`src/rtl/adder_rr_arbiter_if.sv`:
```
// Requester-side bundle for adder_rr_arbiter: request operands, grant and completion strobes.
// The arbiter attaches to the slave modport and the client side to the master modport.
interface adder_rr_arbiter_if #(
   parameter int NUM_REQ = 4,
   parameter int WIDTH   = 4
);
   logic [NUM_REQ-1:0]       req_valid;
   logic [NUM_REQ*WIDTH-1:0] req_a;
   logic [NUM_REQ*WIDTH-1:0] req_b;
   logic [NUM_REQ-1:0]       req_ready;
   logic [NUM_REQ-1:0]       resp_valid;
   logic [WIDTH-1:0]         resp_sum;
   logic                     resp_carry;

   modport slave (
      input  req_valid, req_a, req_b,
      output req_ready, resp_valid, resp_sum, resp_carry
   );

   modport master (
      output req_valid, req_a, req_b,
      input  req_ready, resp_valid, resp_sum, resp_carry
   );
endinterface

```
`src/rtl/adder_rr_arbiter.sv`:
```
// Round-robin arbiter sharing one 2-cycle registered adder among NUM_REQ requesters.
// Optional perf counters are built when ADDER_RR_ARB_PERF_EN is defined.
module adder_rr_arbiter #(
   parameter int NUM_REQ = 4,
   parameter int WIDTH   = 4
) (
   input  logic               clk,
   input  logic               rst,
   input  logic               hold,
   adder_rr_arbiter_if.slave  cli,
   output logic [WIDTH-1:0]   add_a,
   output logic [WIDTH-1:0]   add_b,
   input  logic [WIDTH-1:0]   add_sum,
   input  logic               add_carry,
   output logic               idle,
   output logic [15:0]        perf_ops,
   output logic [15:0]        perf_wait
);

   localparam int ID_W = (NUM_REQ > 1) ? $clog2(NUM_REQ) : 1;
   localparam logic [ID_W-1:0] LAST_ID = ID_W'(NUM_REQ - 1);

   // Handshake: a request transfers in the cycle req_valid[i] & req_ready[i] are both high;
   // req_ready is one-hot or zero and only ever raised on a valid requester. Responses have
   // no backpressure: resp_valid is a single-cycle strobe the requester must accept.

   logic [ID_W-1:0]    last_gnt;
   logic [ID_W-1:0]    gnt_id;
   logic               gnt_v;
   logic [NUM_REQ-1:0] gnt_oh;
   logic               s1_v;
   logic [ID_W-1:0]    s1_id;
   logic               s2_v;
   logic [ID_W-1:0]    s2_id;

   // Search starts one past the last winner and wraps, so every active requester is
   // reached within NUM_REQ grants.
   always_comb begin : arbitrate
      int              idx;
      logic [ID_W-1:0] idx_b;
      gnt_v = 1'b0;
      gnt_id = '0;
      idx = 0;
      idx_b = '0;
      for (int k = 1; k <= NUM_REQ; k++) begin
         idx = int'(last_gnt) + k;
         if (idx >= NUM_REQ) idx = idx - NUM_REQ;
         idx_b = ID_W'(idx);
         if (!gnt_v && cli.req_valid[idx_b]) begin
            gnt_v = 1'b1;
            gnt_id = idx_b;
         end
      end
      if (hold || rst) begin
         gnt_v = 1'b0;
         gnt_id = '0;
      end
   end

   always_comb begin
      gnt_oh = '0;
      if (gnt_v) gnt_oh[gnt_id] = 1'b1;
   end

   assign cli.req_ready = gnt_oh;
   assign add_a = gnt_v ? cli.req_a[int'(gnt_id)*WIDTH +: WIDTH] : '0;
   assign add_b = gnt_v ? cli.req_b[int'(gnt_id)*WIDTH +: WIDTH] : '0;

   // Tag pipeline mirrors the adder's two register stages and never stalls.
   always_ff @(posedge clk) begin
      if (rst) begin
         last_gnt <= LAST_ID;
         s1_v     <= 1'b0;
         s1_id    <= '0;
         s2_v     <= 1'b0;
         s2_id    <= '0;
      end else begin
         if (gnt_v) last_gnt <= gnt_id;
         s1_v  <= gnt_v;
         s1_id <= gnt_id;
         s2_v  <= s1_v;
         s2_id <= s1_id;
      end
   end

   always_comb begin
      cli.resp_valid = '0;
      if (s2_v) cli.resp_valid[s2_id] = 1'b1;
   end

   assign cli.resp_sum   = s2_v ? add_sum : '0;
   assign cli.resp_carry = s2_v & add_carry;
   assign idle = ~s1_v & ~s2_v & ~gnt_v;

`ifdef ADDER_RR_ARB_PERF_EN
   localparam int CW = $clog2(NUM_REQ + 1);

   logic [CW-1:0] wait_cnt;
   logic [16:0]   wait_sum;

   always_comb begin
      wait_cnt = '0;
      for (int i = 0; i < NUM_REQ; i++) begin
         wait_cnt = wait_cnt + CW'(cli.req_valid[i] & ~gnt_oh[i]);
      end
   end

   assign wait_sum = {1'b0, perf_wait} + 17'(wait_cnt);

   // Both counters saturate rather than wrap.
   always_ff @(posedge clk) begin
      if (rst) begin
         perf_ops  <= '0;
         perf_wait <= '0;
      end else begin
         if (gnt_v && perf_ops != 16'hFFFF) perf_ops <= perf_ops + 16'd1;
         perf_wait <= wait_sum[16] ? 16'hFFFF : wait_sum[15:0];
      end
   end
`else
   assign perf_ops  = '0;
   assign perf_wait = '0;
`endif

endmodule

```
`src/flat_wrapper.sv`:
```
// flat-port wrapper written by rule: the top's interface ports become plain ports
module adder_rr_arbiter_flat 
#(
   parameter int NUM_REQ = 4,
   parameter int WIDTH   = 4
)
  (clk, rst, hold, add_a, add_b, add_sum, add_carry, idle, perf_ops, perf_wait, cli_req_valid, cli_req_a, cli_req_b, cli_req_ready, cli_resp_valid, cli_resp_sum, cli_resp_carry);
  adder_rr_arbiter_if #(.NUM_REQ(NUM_REQ), .WIDTH(WIDTH)) cli_i ();
  input  logic clk;
  input  logic rst;
  input  logic hold;
  output logic [WIDTH-1:0] add_a;
  output logic [WIDTH-1:0] add_b;
  input  logic [WIDTH-1:0] add_sum;
  input  logic add_carry;
  output logic idle;
  output logic [15:0] perf_ops;
  output logic [15:0] perf_wait;
  input wire logic [$bits(cli_i.req_valid)-1:0] cli_req_valid;
  input wire logic [$bits(cli_i.req_a)-1:0] cli_req_a;
  input wire logic [$bits(cli_i.req_b)-1:0] cli_req_b;
  output wire logic [$bits(cli_i.req_ready)-1:0] cli_req_ready;
  output wire logic [$bits(cli_i.resp_valid)-1:0] cli_resp_valid;
  output wire logic [$bits(cli_i.resp_sum)-1:0] cli_resp_sum;
  output wire logic [$bits(cli_i.resp_carry)-1:0] cli_resp_carry;
  assign cli_i.req_valid = cli_req_valid;
  assign cli_i.req_a = cli_req_a;
  assign cli_i.req_b = cli_req_b;
  assign cli_req_ready = cli_i.req_ready;
  assign cli_resp_valid = cli_i.resp_valid;
  assign cli_resp_sum = cli_i.resp_sum;
  assign cli_resp_carry = cli_i.resp_carry;
  adder_rr_arbiter #(.NUM_REQ(NUM_REQ), .WIDTH(WIDTH)) u_core (.clk(clk), .rst(rst), .hold(hold), .cli(cli_i), .add_a(add_a), .add_b(add_b), .add_sum(add_sum), .add_carry(add_carry), .idle(idle), .perf_ops(perf_ops), .perf_wait(perf_wait));
endmodule
```
`config.mk`:
```
export PLATFORM = sky130hd
export DESIGN_NAME = adder_rr_arbiter_flat
export DESIGN_NICKNAME = d
export VERILOG_FILES = /design/src/rtl/adder_rr_arbiter_if.sv /design/src/rtl/adder_rr_arbiter.sv /design/src/flat_wrapper.sv
export SDC_FILE = /design/constraint.sdc
export NUM_CORES = 1
export LEC_CHECK = 0
export ABC_CLOCK_PERIOD_IN_PS = 1800
export BUFFER_PORTS_ARGS = -buffer_cell sky130_fd_sc_hd__buf_4
export CORE_UTILIZATION = 36
export CTS_CLUSTER_SIZE = 8
export DETAILED_ROUTE_END_ITERATION = 8
export HOLD_SLACK_MARGIN = 0.1
export PLACE_DENSITY = 0.81
export RECOVER_POWER = 25
export SYNTH_ARGS = -nofsm -noshare
export SYNTH_HDL_FRONTEND = slang
export SYNTH_SLANG_ARGS = --single-unit
```
`constraint.sdc`:
```
create_clock -name clk -period 1.8 [get_ports clk]
set_input_delay 0.18 -clock clk [delete_from_list [all_inputs] [get_ports clk]]
set_output_delay 0.18 -clock clk [all_outputs]
set_load 0.02 [all_outputs]
```
After elaboration in Yosys (flattened, before gate mapping)
Cells that the tools add are included.
{ "totals": {"regBits": 8} }
{ "op_classes": {"n_addsub": 8, "n_lt_le_gt_ge": 12, "shifts": 2, "mux": 31, "bitwise_logic": 6, "n_reduce_logical": 9} }
{ "ops": {"columns": ["operator", "count"], "rows": [
  ["indexed part select 16 x 5 -> 4 bit", 2],
  ["two-way mux 4 bit", 5],
  ["< comparator 2 x 3 -> 1 bit (second input constant)", 6],
  ["two-way mux 2 bit", 9],
  ["two-way mux 1 bit", 11],
  [">= comparator 3 bit (second input constant)", 3],
  ["binary-select mux 1 bit (select 2 bit)", 4],
  ["subtractor 2 x 1 -> 2 bit (second input constant)", 4],
  ["adder 2 x 2 -> 3 bit (second input constant)", 2],
  ["logical AND 1 bit", 5],
  ["adder 2 x 3 -> 4 bit (second input constant)", 1],
  ["demux 1 bit (select 2 bit)", 2],
  [">= comparator 2 x 1 -> 1 bit (second input constant)", 2],
  [">= comparator 4 x 3 -> 1 bit (second input constant)", 1],
  ["adder 2 x 1 -> 3 bit (second input constant)", 1],
  ["bitwise AND 1 bit", 3],
  ["logical NOT 1 bit", 3],
  ["NOT 1 bit", 3],
  ["logical OR 1 bit", 1]
]} }

Longest topological paths before layout
{ "logic_depth": {"depth_word": 21, "depth_mapped": 8, "depth_no_buf": 5} }

Worst setup path after synthesis
No wires, ideal clock.
{ "synth_timing": {"path_kind": "reg-to-output", "from": "reg u_core.last_gnt[1]", "to": "out add_b[2]", "arrival_ns": 1.581, "required_ns": 1.620, "path_slack_ns": 0.039, "path_stages_with_launch": 8, "cell_sequence": "dfxtp_1 -> buf_2 -> nand3b_1 -> o21ai_2 -> nor3_4 -> buf_6 -> nand2_1 -> o22ai_1"} }
{ "synth_via": {"elab_chain_len": 18, "elab_cells_between_ends": 42, "classes_between": "add/sub: 8; order compare: 4; shift: 1; mux: 23; reduce/logical: 6"} }
{ "synth_lines": {"columns": ["item", "line", "rtl"], "rows": [
  ["start: declaration", "adder_rr_arbiter.sv:27", "logic [ID_W-1:0] last_gnt;"],
  ["start signal: assignment", "adder_rr_arbiter.sv:78", "if (gnt_v) last_gnt <= gnt_id;"],
  ["adder 2 x 1 -> 3 bit", "adder_rr_arbiter.sv:46", "idx = int'(last_gnt) + k;"],
  [">= comparator 3 bit or subtractor 2 x 1 -> 2 bit (tied branches)", "adder_rr_arbiter.sv:47", "if (idx >= NUM_REQ) idx = idx - NUM_REQ;"],
  ["two-way mux 2 bit", "adder_rr_arbiter.sv:47", null],
  ["binary-select mux 1 bit (select 2 bit)", "adder_rr_arbiter.sv:49", "if (!gnt_v && cli.req_valid[idx_b]) begin"],
  ["two-way mux 1 bit (implied by the code)", "adder_rr_arbiter.sv:49", null],
  ["two-way mux 1 bit", "adder_rr_arbiter.sv:49", null],
  ["logical NOT 1 bit", "adder_rr_arbiter.sv:49", null],
  ["logical AND 1 bit", "adder_rr_arbiter.sv:49", null],
  ["(+2 left out)", null, null],
  ["logical AND 1 bit", "adder_rr_arbiter.sv:49", null],
  ["two-way mux 1 bit", "adder_rr_arbiter.sv:49", null],
  ["logical NOT 1 bit", "adder_rr_arbiter.sv:49", null],
  ["logical AND 1 bit", "adder_rr_arbiter.sv:49", null],
  ["two-way mux 2 bit", "adder_rr_arbiter.sv:49", null],
  ["two-way mux 2 bit", "adder_rr_arbiter.sv:54", "if (hold || rst) begin"],
  ["indexed part select 16 x 5 -> 4 bit", "adder_rr_arbiter.sv:67", "assign add_b = gnt_v ? cli.req_b[int'(gnt_id)*WIDTH +: WIDTH] : '0;"],
  ["two-way mux 4 bit (*)", "adder_rr_arbiter.sv:67", null],
  ["end: declaration", "flat_wrapper.sv:13", "output logic [WIDTH-1:0] add_b;"]
]} }
Every way passes the cells marked *; elsewhere a longest branch is shown, timed or not. The select of a mux whose other input is x is not followed.

Final worst setup path
{ "layout_timing": {"from": "reg u_core.last_gnt[1]", "to": "out add_a[1]"} }
{ "layout_via": {"elab_chain_len": 18, "elab_cells_between_ends": 42, "classes_between": "add/sub: 8; order compare: 4; shift: 1; mux: 23; reduce/logical: 6"} }
{ "layout_lines": {"columns": ["item", "line", "rtl"], "rows": [
  ["adder 2 x 1 -> 3 bit", "adder_rr_arbiter.sv:46", null],
  [">= comparator 3 bit or subtractor 2 x 1 -> 2 bit (tied branches)", "adder_rr_arbiter.sv:47", null],
  ["two-way mux 2 bit", "adder_rr_arbiter.sv:47", null],
  ["binary-select mux 1 bit (select 2 bit)", "adder_rr_arbiter.sv:49", null],
  ["two-way mux 1 bit (implied by the code)", "adder_rr_arbiter.sv:49", null],
  ["two-way mux 1 bit", "adder_rr_arbiter.sv:49", null],
  ["logical NOT 1 bit", "adder_rr_arbiter.sv:49", null],
  ["logical AND 1 bit", "adder_rr_arbiter.sv:49", null],
  ["(+2 left out)", null, null],
  ["logical AND 1 bit", "adder_rr_arbiter.sv:49", null],
  ["two-way mux 1 bit", "adder_rr_arbiter.sv:49", null],
  ["logical NOT 1 bit", "adder_rr_arbiter.sv:49", null],
  ["logical AND 1 bit", "adder_rr_arbiter.sv:49", null],
  ["two-way mux 2 bit", "adder_rr_arbiter.sv:49", null],
  ["two-way mux 2 bit", "adder_rr_arbiter.sv:54", null],
  ["indexed part select 16 x 5 -> 4 bit", "adder_rr_arbiter.sv:66", "assign add_a = gnt_v ? cli.req_a[int'(gnt_id)*WIDTH +: WIDTH] : '0;"],
  ["two-way mux 4 bit (*)", "adder_rr_arbiter.sv:66", null],
  ["end: declaration", "flat_wrapper.sv:12", "output logic [WIDTH-1:0] add_a;"]
]} }
Marked as above.

==> impl_metrics.tcl <==
set metrics [dict create \
    outcome "finished, violations left" \
    violations "setup timing" \
    die-area_um2 2945 \
    comb_power_share 0.565 \
    fin_area_um2 1468 \
    worst_setup_path_start_kind "register" \
    cp_num_buf_inv 3 \
    syn_area_um2 983.4 \
    wl_mm 1.987 \
    drt-initial-drc-count 2 \
    ys.flop_type "dfxtp_1" \
    maxUsedRoutingLayer "met3" \
    synthTopCellsByArea "buf_4 (24%), mux2i_1 (17%), dfxtp_1 (16%)" \
    num_vias 950 \
    crit_slowest_cell "dfxtp_4" \
    ys_seq_area_frac 0.1628 \
    ys_ff_latch 8 \
    rsz0062_at_grt "true" \
    clk_path_buf_depth 2 \
    grt_usage 0.1289 \
    met2WireLength_um 969 \
    ant_nets 0 \
    setup_slack_ns -0.05134 \
    routedWlPerCell_um 9.115 \
    power.density_nw_per_um2 520.4 \
    avgSynthCellArea_um2 8.195 \
    synth_edf_count 0 \
    cp_cell_sequence "a211oi_2 -> nor3_4 -> buf_12 -> buf_12 -> mux2i_1 -> o22ai_1 -> buf_4" \
    maxSlewViolCount 0 \
    crit_path_end_kind "output pin" \
    max_stage_delay_ns 0.36 \
    dr.pass1.iters 2 \
    die_width_um 54.27 \
    yosysTopAreaCellShare 0.2443 \
    clockPowerShare 0.170 \
    fin_setup_tns_ns -0.2864 \
    synth_cell_types 29 \
    clkTransAtPathRegs_ns 0.05 \
    grt_pass1_vias 729 \
    pwr-share-seq 0.266 \
    grt_pass1_wl_mm 2.753 \
    port_buffers 65 \
    dpl_cell_area_um2 1381 \
    final_common_cell "buf_4" \
    max_freq_mhz 540.2 \
    internal-power_w 0.0004852 \
    hold_path_class "in -> reg" \
    yosysWarnings 0 \
    yosys.area.top_type "buf_4" \
    crit_fanout 7 \
    grt_max_degree 11 \
    ir_drop_uv 328.6 \
    ctsHoldBuffers 0 \
    finish.net_count 234 \
    clockRootBuffer "clkbuf_4" \
    drive_gt1_frac 0.4415 \
    initial_core_util 0.3899 \
    clk_latency_ns 0.24 \
    finalHoldViolCount 0 \
    drc 0 \
    min_period_ns 1.851 \
    ioPinCount 98 \
    drv_cap 0 \
    most-common-layout-cells "buf_4 (66), conb_1 (32), mux2i_1 (17)" \
    p_switching_w 0.0002786 \
    grt-ovfl-total 0 \
    cp.required_ns 1.62 \
    period_share 1.029 \
    globalplace.congestion 0.6633 \
    die_h_um 54.27 \
    core_um2 2522 \
    cts_made_buffers 3 \
    cts_tree "yes" \
    synth_cells 120 \
    routed-wl-met3_um 252 \
    arrival_ns 1.67 \
    htree_levels 1 \
    met1_length_um 765 \
    vias_per_cell 4.358 \
    dp_hpwl_mm 1.639 \
    async_reset_ff_frac 0 \
    finalSetupViolCount 8 \
    leakagePower_nw 0.8021 \
    final_util 0.5818 \
    finalNonFillerCells 218 \
    cts.sinks 8 \
    area_delta_synth_final_pct 49.24 \
    skew_ns 0.003009 \
    num_antenna_cells 0 \
    netSwitchingFraction 0.3648 \
    crit_top_cell "buf_12" \
    crit_family "buffers and inverters" \
    dp.cells 213 \
    antenna_found_initial 0 \
    crit_type "reg -> out" \
    fillers 239 \
    core.rowCount 18 \
]
worst paths after layout:
check | startpoint | endpoint | slack [ns] | cells after the start
min reg2reg | u_core.s1_id[1] | u_core.s2_id[1] | 0.43 | 1
min | rst | u_core.s2_id[1] | 0.14 | 2
max | u_core.last_gnt[1] | add_a[1] | -0.05 | 7
max reg2reg | u_core.last_gnt[1] | u_core.last_gnt[1] | 0.52 | 6
cell type report:
class | instances | area, µm² | area share
well taps | 30 | 37.54 | 0.02558
clock buffers | 3 | 22.52 | 0.01535
flip-flops and latches | 8 | 165.2 | 0.1125
repair buffers | 70 | 574.3 | 0.3913
inverters | 3 | 11.26 | 0.007673
multi-input cells | 104 | 656.9 | 0.4476
power by group through the flow:
stage	combinational, W	sequential (W)	clock [W]
after floorplan	0.000311	0.000198	0
after global placement	0.000386	0.000204	0
after detailed placement	0.000389	0.000205	0
after CTS	0.000433	0.000203	0.000138
after global routing	0.000462	0.000205	0.000150
final	0.000431	0.000203	0.000130
registers in the layout, summed over array words and instances (netlist names):
register,cells
u_core.last_gnt,2
u_core.s1_id,2
u_core.s1_v,1
u_core.s2_id,2
u_core.s2_v,1
what timing repair did:
item,in CTS,in global routing
pin swaps,2,3
resized for setup,6,1
setup endpoints to repair,11,12
gates cloned,1,0
buffers inserted,1,0
routing by layer:
layer,GRT usage,vias up
li1,-,479
met1,0.1358,404
met2,0.2358,67
met3,0.03056,0
met4,0.06410,0
met5,0,-
cells in the mapped netlist (2+ instances only):
cell type and instances:
o22ai_1 8, nor2_1 6, nand2_1 6, dfxtp_1 8, buf_6 3, mux2i_1 17
o21ai_0 2, and3_1 2, nor2b_1 4, and2_1 12, inv_1 3, buf_4 32
through the flow:
stage / hold slack, ns / setup slack, ns / total power (W)
finish: 0.1429 / -0.05134 / 0.0007637
global route: 0.1328 / -0.1628 / 0.0008163
CTS: 0.1345 / -0.06329 / 0.0007741
detailed placement: 0.4020 / 0.1144 / 0.0005938
global placement: 0.4055 / 0.1533 / 0.0005900
floorplan: 0.2516 / 0.03928 / 0.0005090
cell families after synthesis:
logic type	synth area share
muxes	0.1730
AOI/OAI and AO/OA	0.1132
other	0.003813
and+or+nand+nor	0.2519
buffers and inverters	0.2952
DFF	0.1628
Note: power is estimated with default switching activity, not from simulation.
